[config.mk]
export PLATFORM = sky130hd
export DESIGN_NAME = pwm_ramp_ctrl
export DESIGN_NICKNAME = d
export VERILOG_FILES = /design/src/rtl/pwm_ramp_ctrl.sv
export SDC_FILE = /design/constraint.sdc
export NUM_CORES = 1
export LEC_CHECK = 0
export CORE_UTILIZATION = 52
export DETAILED_ROUTE_END_ITERATION = 6
export PLACE_DENSITY = 0.78
export SLEW_MARGIN = 5
export SYNTH_ARGS = -nofsm -noshare
export SYNTH_HDL_FRONTEND = slang
export SYNTH_SLANG_ARGS = --single-unit
[constraint.sdc]
create_clock -name clk -period 4.4 [get_ports clk]
set_input_delay 1.1 -clock clk [delete_from_list [all_inputs] [get_ports clk]]
set_output_delay 1.1 -clock clk [all_outputs]
set_load 0.03 [all_outputs]
[src/rtl/pwm_ramp_ctrl.sv]
// rtl/pwm_ramp_ctrl.sv - breathing-profile sequencer for a PWM generator (optional macro PWM_RAMP_LOOP_EN)
module pwm_ramp_ctrl #(
    parameter int CW = 32,
    parameter int HW = 16
) (
    input  logic          clk,
    input  logic          reset_n,
    input  logic          cfg_valid,
    output logic          cfg_ready,
    input  logic [CW-1:0] cfg_period,
    input  logic [CW-1:0] cfg_duty_max,
    input  logic [CW-1:0] cfg_step,
    input  logic [HW-1:0] cfg_hold,
    input  logic          start,
    input  logic          abort,
    output logic          pwm_gen_en,
    output logic [CW-1:0] counter_arr,
    output logic [CW-1:0] counter_compare,
    output logic          period_tick,
    output logic          busy,
`ifdef PWM_RAMP_LOOP_EN
    output logic [15:0]   loop_cnt,
`endif
    output logic          done
);

    typedef enum logic [2:0] {
        S_IDLE,
        S_RAMP_UP,
        S_HOLD,
        S_RAMP_DOWN,
        S_DONE
    } state_t;

    state_t        state_q, state_d;

    // shadow configuration
    logic [CW-1:0] period_q, duty_q, step_q;
    logic [HW-1:0] hold_cfg_q;
    logic          cfg_loaded;

    // sequencing datapath
    logic [CW-1:0] cmp_q, cmp_d;
    logic [CW-1:0] cnt_q, cnt_d;
    logic [HW-1:0] hold_q, hold_d;

    logic          cfg_accept, start_go, running, tick;
    logic [CW-1:0] period_clamp, duty_clamp, step_clamp;
    logic [CW:0]   up_sum;
    logic [CW-1:0] up_val, dn_val;

`ifdef PWM_RAMP_LOOP_EN
    logic [15:0]   loop_q, loop_d;
    assign loop_cnt = loop_q;
`endif

    // abort outranks config, so the handshake is withheld while it is asserted
    assign cfg_ready  = (state_q == S_IDLE) && !abort;
    assign cfg_accept = cfg_valid && cfg_ready;

    // clamp at capture so the running datapath never sees degenerate values
    assign period_clamp = (cfg_period < CW'(2)) ? CW'(2) : cfg_period;
    assign duty_clamp   = (cfg_duty_max > period_clamp) ? period_clamp : cfg_duty_max;
    assign step_clamp   = (cfg_step == '0) ? CW'(1) : cfg_step;

    // a config accepted in the same cycle as start counts as loaded
    assign start_go = (state_q == S_IDLE) && start && !abort && (cfg_loaded || cfg_accept);

    assign running = (state_q == S_RAMP_UP) || (state_q == S_HOLD) || (state_q == S_RAMP_DOWN);
    assign tick    = running && (cnt_q == period_q);

    // one extra bit on the ramp-up sum so saturation cannot be defeated by wrap
    assign up_sum = {1'b0, cmp_q} + {1'b0, step_q};
    assign up_val = (up_sum > {1'b0, duty_q}) ? duty_q : up_sum[CW-1:0];
    assign dn_val = (cmp_q > step_q) ? (cmp_q - step_q) : '0;

    assign counter_arr     = period_q;
    assign counter_compare = cmp_q;

    // capture clamped configuration into the shadow registers
    always_ff @(posedge clk) begin
        if (!reset_n) begin
            period_q   <= '0;
            duty_q     <= '0;
            step_q     <= '0;
            hold_cfg_q <= '0;
            cfg_loaded <= 1'b0;
        end else if (cfg_accept) begin
            period_q   <= period_clamp;
            duty_q     <= duty_clamp;
            step_q     <= step_clamp;
            hold_cfg_q <= cfg_hold;
            cfg_loaded <= 1'b1;
        end
    end

    // state and sequencing datapath registers
    always_ff @(posedge clk) begin
        if (!reset_n) begin
            state_q <= S_IDLE;
            cmp_q   <= '0;
            cnt_q   <= '0;
            hold_q  <= '0;
`ifdef PWM_RAMP_LOOP_EN
            loop_q  <= '0;
`endif
        end else begin
            state_q <= state_d;
            cmp_q   <= cmp_d;
            cnt_q   <= cnt_d;
            hold_q  <= hold_d;
`ifdef PWM_RAMP_LOOP_EN
            loop_q  <= loop_d;
`endif
        end
    end

    // next-state, compare stepping at period boundaries, and status outputs
    always_comb begin
        state_d     = state_q;
        cmp_d       = cmp_q;
        hold_d      = hold_q;
        cnt_d       = running ? (tick ? CW'(1) : cnt_q + CW'(1)) : cnt_q;
`ifdef PWM_RAMP_LOOP_EN
        loop_d      = loop_q;
`endif
        busy        = running;
        pwm_gen_en  = running;
        period_tick = tick;
        done        = (state_q == S_DONE);

        case (state_q)
            S_IDLE: begin
                if (start_go) begin
                    state_d = S_RAMP_UP;
                    cmp_d   = '0;
                    cnt_d   = CW'(1);
`ifdef PWM_RAMP_LOOP_EN
                    loop_d  = '0;
`endif
                end
            end
            S_RAMP_UP: begin
                if (tick) begin
                    cmp_d = up_val;
                    if (up_val == duty_q) begin
                        if (hold_cfg_q == '0) begin
                            state_d = S_RAMP_DOWN;
                        end else begin
                            state_d = S_HOLD;
                            hold_d  = hold_cfg_q;
                        end
                    end
                end
            end
            S_HOLD: begin
                if (tick) begin
                    hold_d = hold_q - HW'(1);
                    if (hold_q == HW'(1)) begin
                        state_d = S_RAMP_DOWN;
                    end
                end
            end
            S_RAMP_DOWN: begin
                if (tick) begin
                    cmp_d = dn_val;
                    if (dn_val == '0) begin
`ifdef PWM_RAMP_LOOP_EN
                        state_d = S_RAMP_UP;
                        loop_d  = loop_q + 16'd1;
`else
                        state_d = S_DONE;
`endif
                    end
                end
            end
            S_DONE: begin
                state_d = S_IDLE;
            end
            default: begin
                state_d = S_IDLE;
            end
        endcase

        // abort wins over everything else and skips the done pulse
        if (abort && (state_q != S_IDLE)) begin
            state_d = S_IDLE;
            cmp_d   = '0;
        end
    end

endmodule

Word level (Yosys, flattened, before mapping). Cells that the tools add are included.

Word-level logic and storage cells: 82. Input bits: 117. Bits in registers: 196.

$add $sub $neg: 4. Bitwise gates (word level): 1. Muxes and demuxes: 27. Magnitude comparators: 4. Equality and inequality tests: 15. Reduce and logical (&&, ||, !) cells: 22.

Operators by type and width (number): $mux W32 (12); $pmux W32 S3 (1); $eq A32 B32 Y1 (2); $gt A32 B32 Y1 (2); $logic_not A32 Y1 (2); $mux W16 (4); $add A32 B32 Y33 (1); $gt A33 B32 Y1 (1); $add A32 B1 Y32 const B (1); $lt A32 B2 Y1 const B (1); $pmux W16 S2 (1); $sub A32 B32 Y32 (1); $mux W3 (7); $eq A16 B1 Y1 const B (1); $logic_not A16 Y1 (1); $sub A16 B1 Y16 const B (1); $pmux W3 S4 (1); $ne A2 B2 Y1 const B (5); $logic_and A1 B1 Y1 (7); $reduce_and A7 Y1 (1); $eq A3 B2 Y1 const B (2); $ne A2 B1 Y1 const B (3); $reduce_bool A3 Y1 (2); $reduce_and A5 Y1 (1); other kinds (10) (12).

Longest topological paths before layout.
Depth in word-level cells: 8. Gate-level depth with buffers: 26.

Least setup slack after synthesis. Ideal clock, no wire load.

Kind: register to register. Start: register cmp_q[9] (netlist: counter_compare[9]). End: register cmp_q[29] (netlist: counter_compare[29]). Required time: 4.314 ns. Slack: -0.531 ns. Clock period less this slack: 4.931 ns. Data arrival time: 4.845 ns. Stages on the path, launching flop included: 23. Library setup time: 0.086 ns. Path through: dfxtp_1 ha_1 buf_6 or4_4 nor3_2 o21a_4 nor3_4 or3_1 o211ai_1 xnor2_1 ha_1 a21o_1 a21o_1 a211o_1 a21oi_1 o21ai_0 a21oi_1 o221ai_2 buf_2 buf_1 a211oi_1 a21oi_1 a211oi_1.

Word-level cells in the longest chain between the ends: 5. Elaborated cells between the ends (all ways): 9. Those cells by class: add/sub (2); order compare (2); mux (5).

Ends and longest elaborated chain: start: declaration (line 43) `logic [CW-1:0] cmp_q, cmp_d;`; start signal: assignment (line 109) `cmp_q <= cmp_d;`; $add A32 B32 Y33 (line 73) `assign up_sum = {1'b0, cmp_q} + {1'b0, step_q};`; $gt A33 B32 Y1 (line 74) `assign up_val = (up_sum > {1'b0, duty_q}) ? duty_q : up_sum[CW-1:0];`; $mux W32 (line 74); $mux W32 (line 144) `if (tick) begin`; $pmux W32 S3 (*) (line 132) `case (state_q)`.

Every way passes the cells marked *; elsewhere a longest branch is shown, timed or not. The select of a mux whose other input is x is not followed. A chain may end at the register's enable or synchronous reset.

Final worst setup path.
Start: register step_q[12]. End: register cmp_q[3] (netlist: counter_compare[3]).

Word-level cells in the longest chain between the ends: 5. Elaborated cells between the ends (all ways): 8. Those cells by class: add/sub (1); order compare (2); mux (5).

Ends and longest elaborated chain: start: declaration (line 38) `logic [CW-1:0] period_q, duty_q, step_q;`; start signal: assignment (line 91) `step_q <= step_clamp;`; $add A32 B32 Y33 (line 73); $gt A33 B32 Y1 (line 74); $mux W32 (line 74); $mux W32 (line 144); $pmux W32 S3 (*) (line 132).

Marked as above.

==> summary.md <==
| Metric | Value |
|---|---|
| Outcome | `finished, violations left` |
| Violated checks | `negative setup slack` |
| Endpoint of the worst hold-timing path | `hold_cfg_q[12]$_SDFFE_PN0P_` |
| Crit-path slowest cell | `sky130_fd_sc_hd__or4_4` |
| Most used DFF post-synth | `sky130_fd_sc_hd__dfxtp_1` |
| Final worst-path setup slack | `-0.357 ns` |
| Reg-to-reg critical path startpoint | `step_q[12]$_SDFFE_PN0P_` |
| Vias/cell | `approximately 6` |
| Congestion Overflow GR | `0` |
| Number of filler instances in the final layout | `2272` |
| Synth Instances | `2121` |
| Async set-or-reset flop fraction in the synthesized netlist | `0%` |
| Sum of net half-perimeters after detailed placement | `49500 microns` |
| Clock latency on the worst-skew pair | `around 0.48 ns` |
| Crit-path max cell delay | `0.58 ns` |
| Last weighted congestion value of the routability-driven placer | `slightly above 1` |
| Count of cell types in the netlist | `95` |
| Worst-case clock buffer depth | `2` |
| Clock sink total | `196` |
| Place WS | `-0.591 ns` |
| Number of nets in the final layout | `2865` |
| Cell depth of the worst min-delay path | `2` |
| Share of the yosys chip area belonging to registers | `24.8%` |
| Data required time at the worst endpoint | `4.73 ns` |
| Initial core utilization | `53.1%` |
| Setup repair after global routing missed its margin | `true` |
| Final Power | `7.87 mW` |
| EDFF count, synth | `0` |
| Fin. max-slew vios | `0` |
| Clk Tree Root Cell | `sky130_fd_sc_hd__clkbuf_16` |
| Period utilization | `108%` |
| Synthesized-area fraction occupied by ao, oa, aoi and oai cells | `24.1%` |
| Main combinational cell family by area after synthesis | `compound AO/OA/AOI/OAI gates` |
| Min Clock Period, post-route | `4.76 ns` |
| Routed length on met1 | `27100 microns` |
| Maximum frequency from static timing analysis | `between 200 and 250 MHz` |
| Placement-stage cell area | `slightly above 0.02 sq mm` |
| Met2 WL post-DR | `29500 microns` |
| Cell-by-cell listing of the critical path | `inv_2, ha_4, or4_4, nor3_2, o21a_4, nor3_4, or3_1, o211ai_1, xnor2_1, ha_1, a21o_1, a21o_1, a211o_1, a21oi_2, o21ai_1, a21oi_2, o221ai_4, buf_12, buf_8, nor2_4, a211oi_2, a41o_1, nand2_1, a21oi_1` |
| Uppermost metal layer occupied by signal nets | `met4` |
| Total Die Area | `0.0311 sq mm` |
| Average cell area after synthesis | `7.46 sq um` |
| Area growth from synthesis to layout | `43.2%` |
| Share of synthesized cell area in and, or, nand and nor gates | `22.4%` |
| Pin count of the biggest net entering global routing | `67` |
| All-Layer GR Usage | `40.2%` |
| Worst slew pin tran | `1.32 ns` |
| DRT iter0 DRCs | `1781` |
| Vert. Die Dim | `approximately 180 microns` |
| Via count | `18300` |
| Worst reg-to-reg setup slack | `-0.36 ns` |
| Area share of fa/ha/maj cells after synthesis | `10.6%` |
| Crit path arrival time | `approximately 5.1 ns` |
| Non-filler instance count after layout | `just over 3000` |
| Share of the synthesized netlist area taken by xor and xnor gates | `8.39%` |
| Vias in the first global route | `17100` |
| Startpoint class of the critical path | `register` |
| Count of buffers from port buffering | `185` |
| DRC errors left | `0` |
| Number of routed nets with antenna violations | `0` |
| H-tree levels | `4` |
| Worst-path clk slew | `around 0.080 ns` |
| Max-cap violations | `0` |
| Initial antenna violation count | `1` |
| Wire length reported by the detailed router | `approximately 65000 microns` |
| I/O pins | `186` |
| Standard cell core area | `0.0298 sq mm` |
| Placed Instances | `between 2000 and 3000` |
| Hold Slack | `0.479 ns` |
| Hold Buf Count CTS | `0` |
| Critical register-to-register path endpoint | `counter_compare[3]$_SDFFE_PP0P_` |
| Rel. slew slack | `11.9%` |
| Synthesized net count | `2371` |
| Number of cells traversed by the worst register-to-register path | `24` |
| Count of warnings emitted by yosys | `0` |
| Start point of the worst hold path | `hold_cfg_q[12]$_SDFFE_PN0P_` |
| Die boundary width | `176 microns` |
| Crit path capture type | `register` |
| Maximum vdd ir drop | `~0.28 mV` |
| Summed instance area of the synthesized netlist | `0.0158 sq mm` |
| TritonCTS clock tree | `done` |
| Post-synthesis register bit count | `196` |
| Setup TNS after final layout | `-12.82 ns` |
| Share of final-layout standard cells stronger than drive strength 1 | `25.0%` |
| Setup Crit Path Kind | `register to register` |
| Power density over the cells | `347 mW/mm^2` |
| Crit path max fanout | `8` |
| Min-Delay Path Class | `register to register` |
| Clock skew after layout | `about 0.017 ns` |
| TritonCTS buffer count | `17` |
| Number of hold violations in the final report | `0` |
| P_leak | `9.90 nW` |
| Average routed wire per standard cell | `about 21 microns` |
| Summed area of non-filler cells in the final layout | `0.0227 sq mm` |
| Rows | `63` |
| Mux contribution to synthesized area | `3.00%` |
| Length of routed met3 wiring | `5210 microns` |
| Final Core Density | `76.1%` |
| Setup-violating endpoint count in the final report | `51` |
| Drt pass-1 iters | `5` |
| First-pass GRT wire length | `approximately 96000 microns` |
==> layout make-up <==
cell class	count	area [sq um]	area share, %
Antenna cell	1	2.50	0.0110
Sequential cell	196	3990	17.6
Clock inverter	15	164	0.723
Timing Repair Buffer	589	5280	23.3
Multi-Input combinational cell	1667	11800	52.0
Inverter	144	541	2.38
Clock buffer	17	425	1.88
Tap cell	390	488	2.15
==> registers in the layout (all words and copies together), names as in the netlist <==
register         flops
hold_q              16
counter_arr         32
state_q              3
cfg_loaded           1
cnt_q               32
duty_q              32
hold_cfg_q          16
counter_compare     32
step_q              32
==> report_power, final <==
| group | switching, mW | internal [mW] | total (mW) | leakage, nW |
|---|---|---|---|---|
| Combinational | 2.32 | 1.87 | 4.19 | 8.00 |
| Sequential | 0.145 | 1.89 | 2.04 | 1.61 |
| Clock | 0.835 | 0.807 | 1.64 | 0.288 |
| Total | 3.30 | 4.57 | 7.87 | 9.90 |
==> synth_stat cells (31+ instances only) <==
cell,count,share of area [%]
sky130_fd_sc_hd__nand2_1,302,7.2
sky130_fd_sc_hd__a21oi_1,238,7.5
sky130_fd_sc_hd__dfxtp_1,196,25
sky130_fd_sc_hd__nor2_1,148,3.5
sky130_fd_sc_hd__inv_1,138,3.3
sky130_fd_sc_hd__ha_1,131,10
sky130_fd_sc_hd__o21ai_0,105,3.3
sky130_fd_sc_hd__xnor2_1,82,4.5
sky130_fd_sc_hd__clkbuf_1,77,1.8
sky130_fd_sc_hd__nand3_1,62,2.0
sky130_fd_sc_hd__xor2_1,49,2.7
sky130_fd_sc_hd__nand4_1,47,1.9
sky130_fd_sc_hd__nor4_1,46,1.8
sky130_fd_sc_hd__mux2i_1,43,2.7
sky130_fd_sc_hd__nor3_1,39,1.2
sky130_fd_sc_hd__a211oi_1,36,1.7
sky130_fd_sc_hd__a21o_1,31,1.5
==> what timing repair did <==
item	4_1_cts	5_1_grt
gates cloned	4	2
gates resized for setup	121	102
setup endpoints to repair	54	83
setup buffers	37	17
pin swaps	72	75
==> logic make-up (layout without fill, tap and decap cells) <==
group / after synthesis / in the layout
AOI/OAI and AO/OA: 594 / 594
and+or+nand+nor: 754 / 754
buffers and inverters: 258 / 765
xor gates and xnor gates: 139 / 139
muxes: 47 / 47
adders and majority gates: 133 / 133
DFF: 196 / 196
other: 0 / 1
==> critical path, delay by kind of cell, from the launching register on <==
kind | cells | cell delay, ns
xor+xnor | 1 | 0.18
compound gates | 12 | 1.89
fa+ha+maj | 2 | 0.53
buf+inv | 3 | 0.38
flops | 1 | 0.34
simple gates | 6 | 1.28
==> placed cells by master, fill, tap and decap left out, types with 12 or more instances in the layout <==
master                            count
sky130_fd_sc_hd__nand2_1            288
sky130_fd_sc_hd__nand3_1             61
sky130_fd_sc_hd__nor4_1              36
sky130_fd_sc_hd__xor2_1              48
sky130_fd_sc_hd__mux2i_1             36
sky130_fd_sc_hd__dlymetal6s2s_1      24
sky130_fd_sc_hd__a21o_1              30
sky130_fd_sc_hd__o211ai_1            23
sky130_fd_sc_hd__o21ai_2             12
sky130_fd_sc_hd__nor2b_1             19
sky130_fd_sc_hd__ha_4                17
sky130_fd_sc_hd__a21oi_1            219
sky130_fd_sc_hd__a21oi_2             21
sky130_fd_sc_hd__dfxtp_4             12
sky130_fd_sc_hd__buf_4              364
sky130_fd_sc_hd__buf_6               20
sky130_fd_sc_hd__and2_1              14
sky130_fd_sc_hd__o21bai_1            14
sky130_fd_sc_hd__a211oi_1            26
sky130_fd_sc_hd__nor2_1             137
sky130_fd_sc_hd__ha_1               113
sky130_fd_sc_hd__clkdlybuf4s50_1    161
sky130_fd_sc_hd__o22ai_2             13
sky130_fd_sc_hd__a31oi_1             13
sky130_fd_sc_hd__clkbuf_16           19
sky130_fd_sc_hd__buf_12              16
sky130_fd_sc_hd__dfxtp_2             13
sky130_fd_sc_hd__nand4_1             47
sky130_fd_sc_hd__xnor2_1             79
sky130_fd_sc_hd__inv_1              134
sky130_fd_sc_hd__dfxtp_1            171
sky130_fd_sc_hd__o21ai_1             22
sky130_fd_sc_hd__nor3_1              37
sky130_fd_sc_hd__o21ai_0             76
==> worst max-delay path by stage <==
| stage | startpoint | endpoint | slack, ns | cells after the start |
|---|---|---|---|---|
| 3_3_place_gp | counter_compare[0]$_SDFFE_PP0P_ | state_q[0]$_SDFFE_PP0P_ | -0.51 | 21 |
| 2_1_floorplan | counter_compare[16]$_SDFFE_PP0P_ | counter_compare[15]$_SDFFE_PP0P_ | 0.0002 | 21 |
| 6_report | step_q[12]$_SDFFE_PN0P_ | counter_compare[3]$_SDFFE_PP0P_ | -0.36 | 24 |
| 3_5_place_dp | counter_compare[1]$_SDFFE_PP0P_ | state_q[0]$_SDFFE_PP0P_ | -0.59 | 21 |
| 4_1_cts | step_q[12]$_SDFFE_PN0P_ | state_q[0]$_SDFFE_PP0P_ | -0.30 | 21 |
| 5_1_grt | step_q[17]$_SDFFE_PN0P_ | counter_compare[15]$_SDFFE_PP0P_ | -0.50 | 25 |
==> metal layers <==
layer  up-vias  GRT usage (%)
met5         -              0
met4         0           17.7
met3       189           6.14
met2       931           65.0
met1      8608           52.6
li1       8524              -
Note: power is estimated with default switching activity, not from simulation.
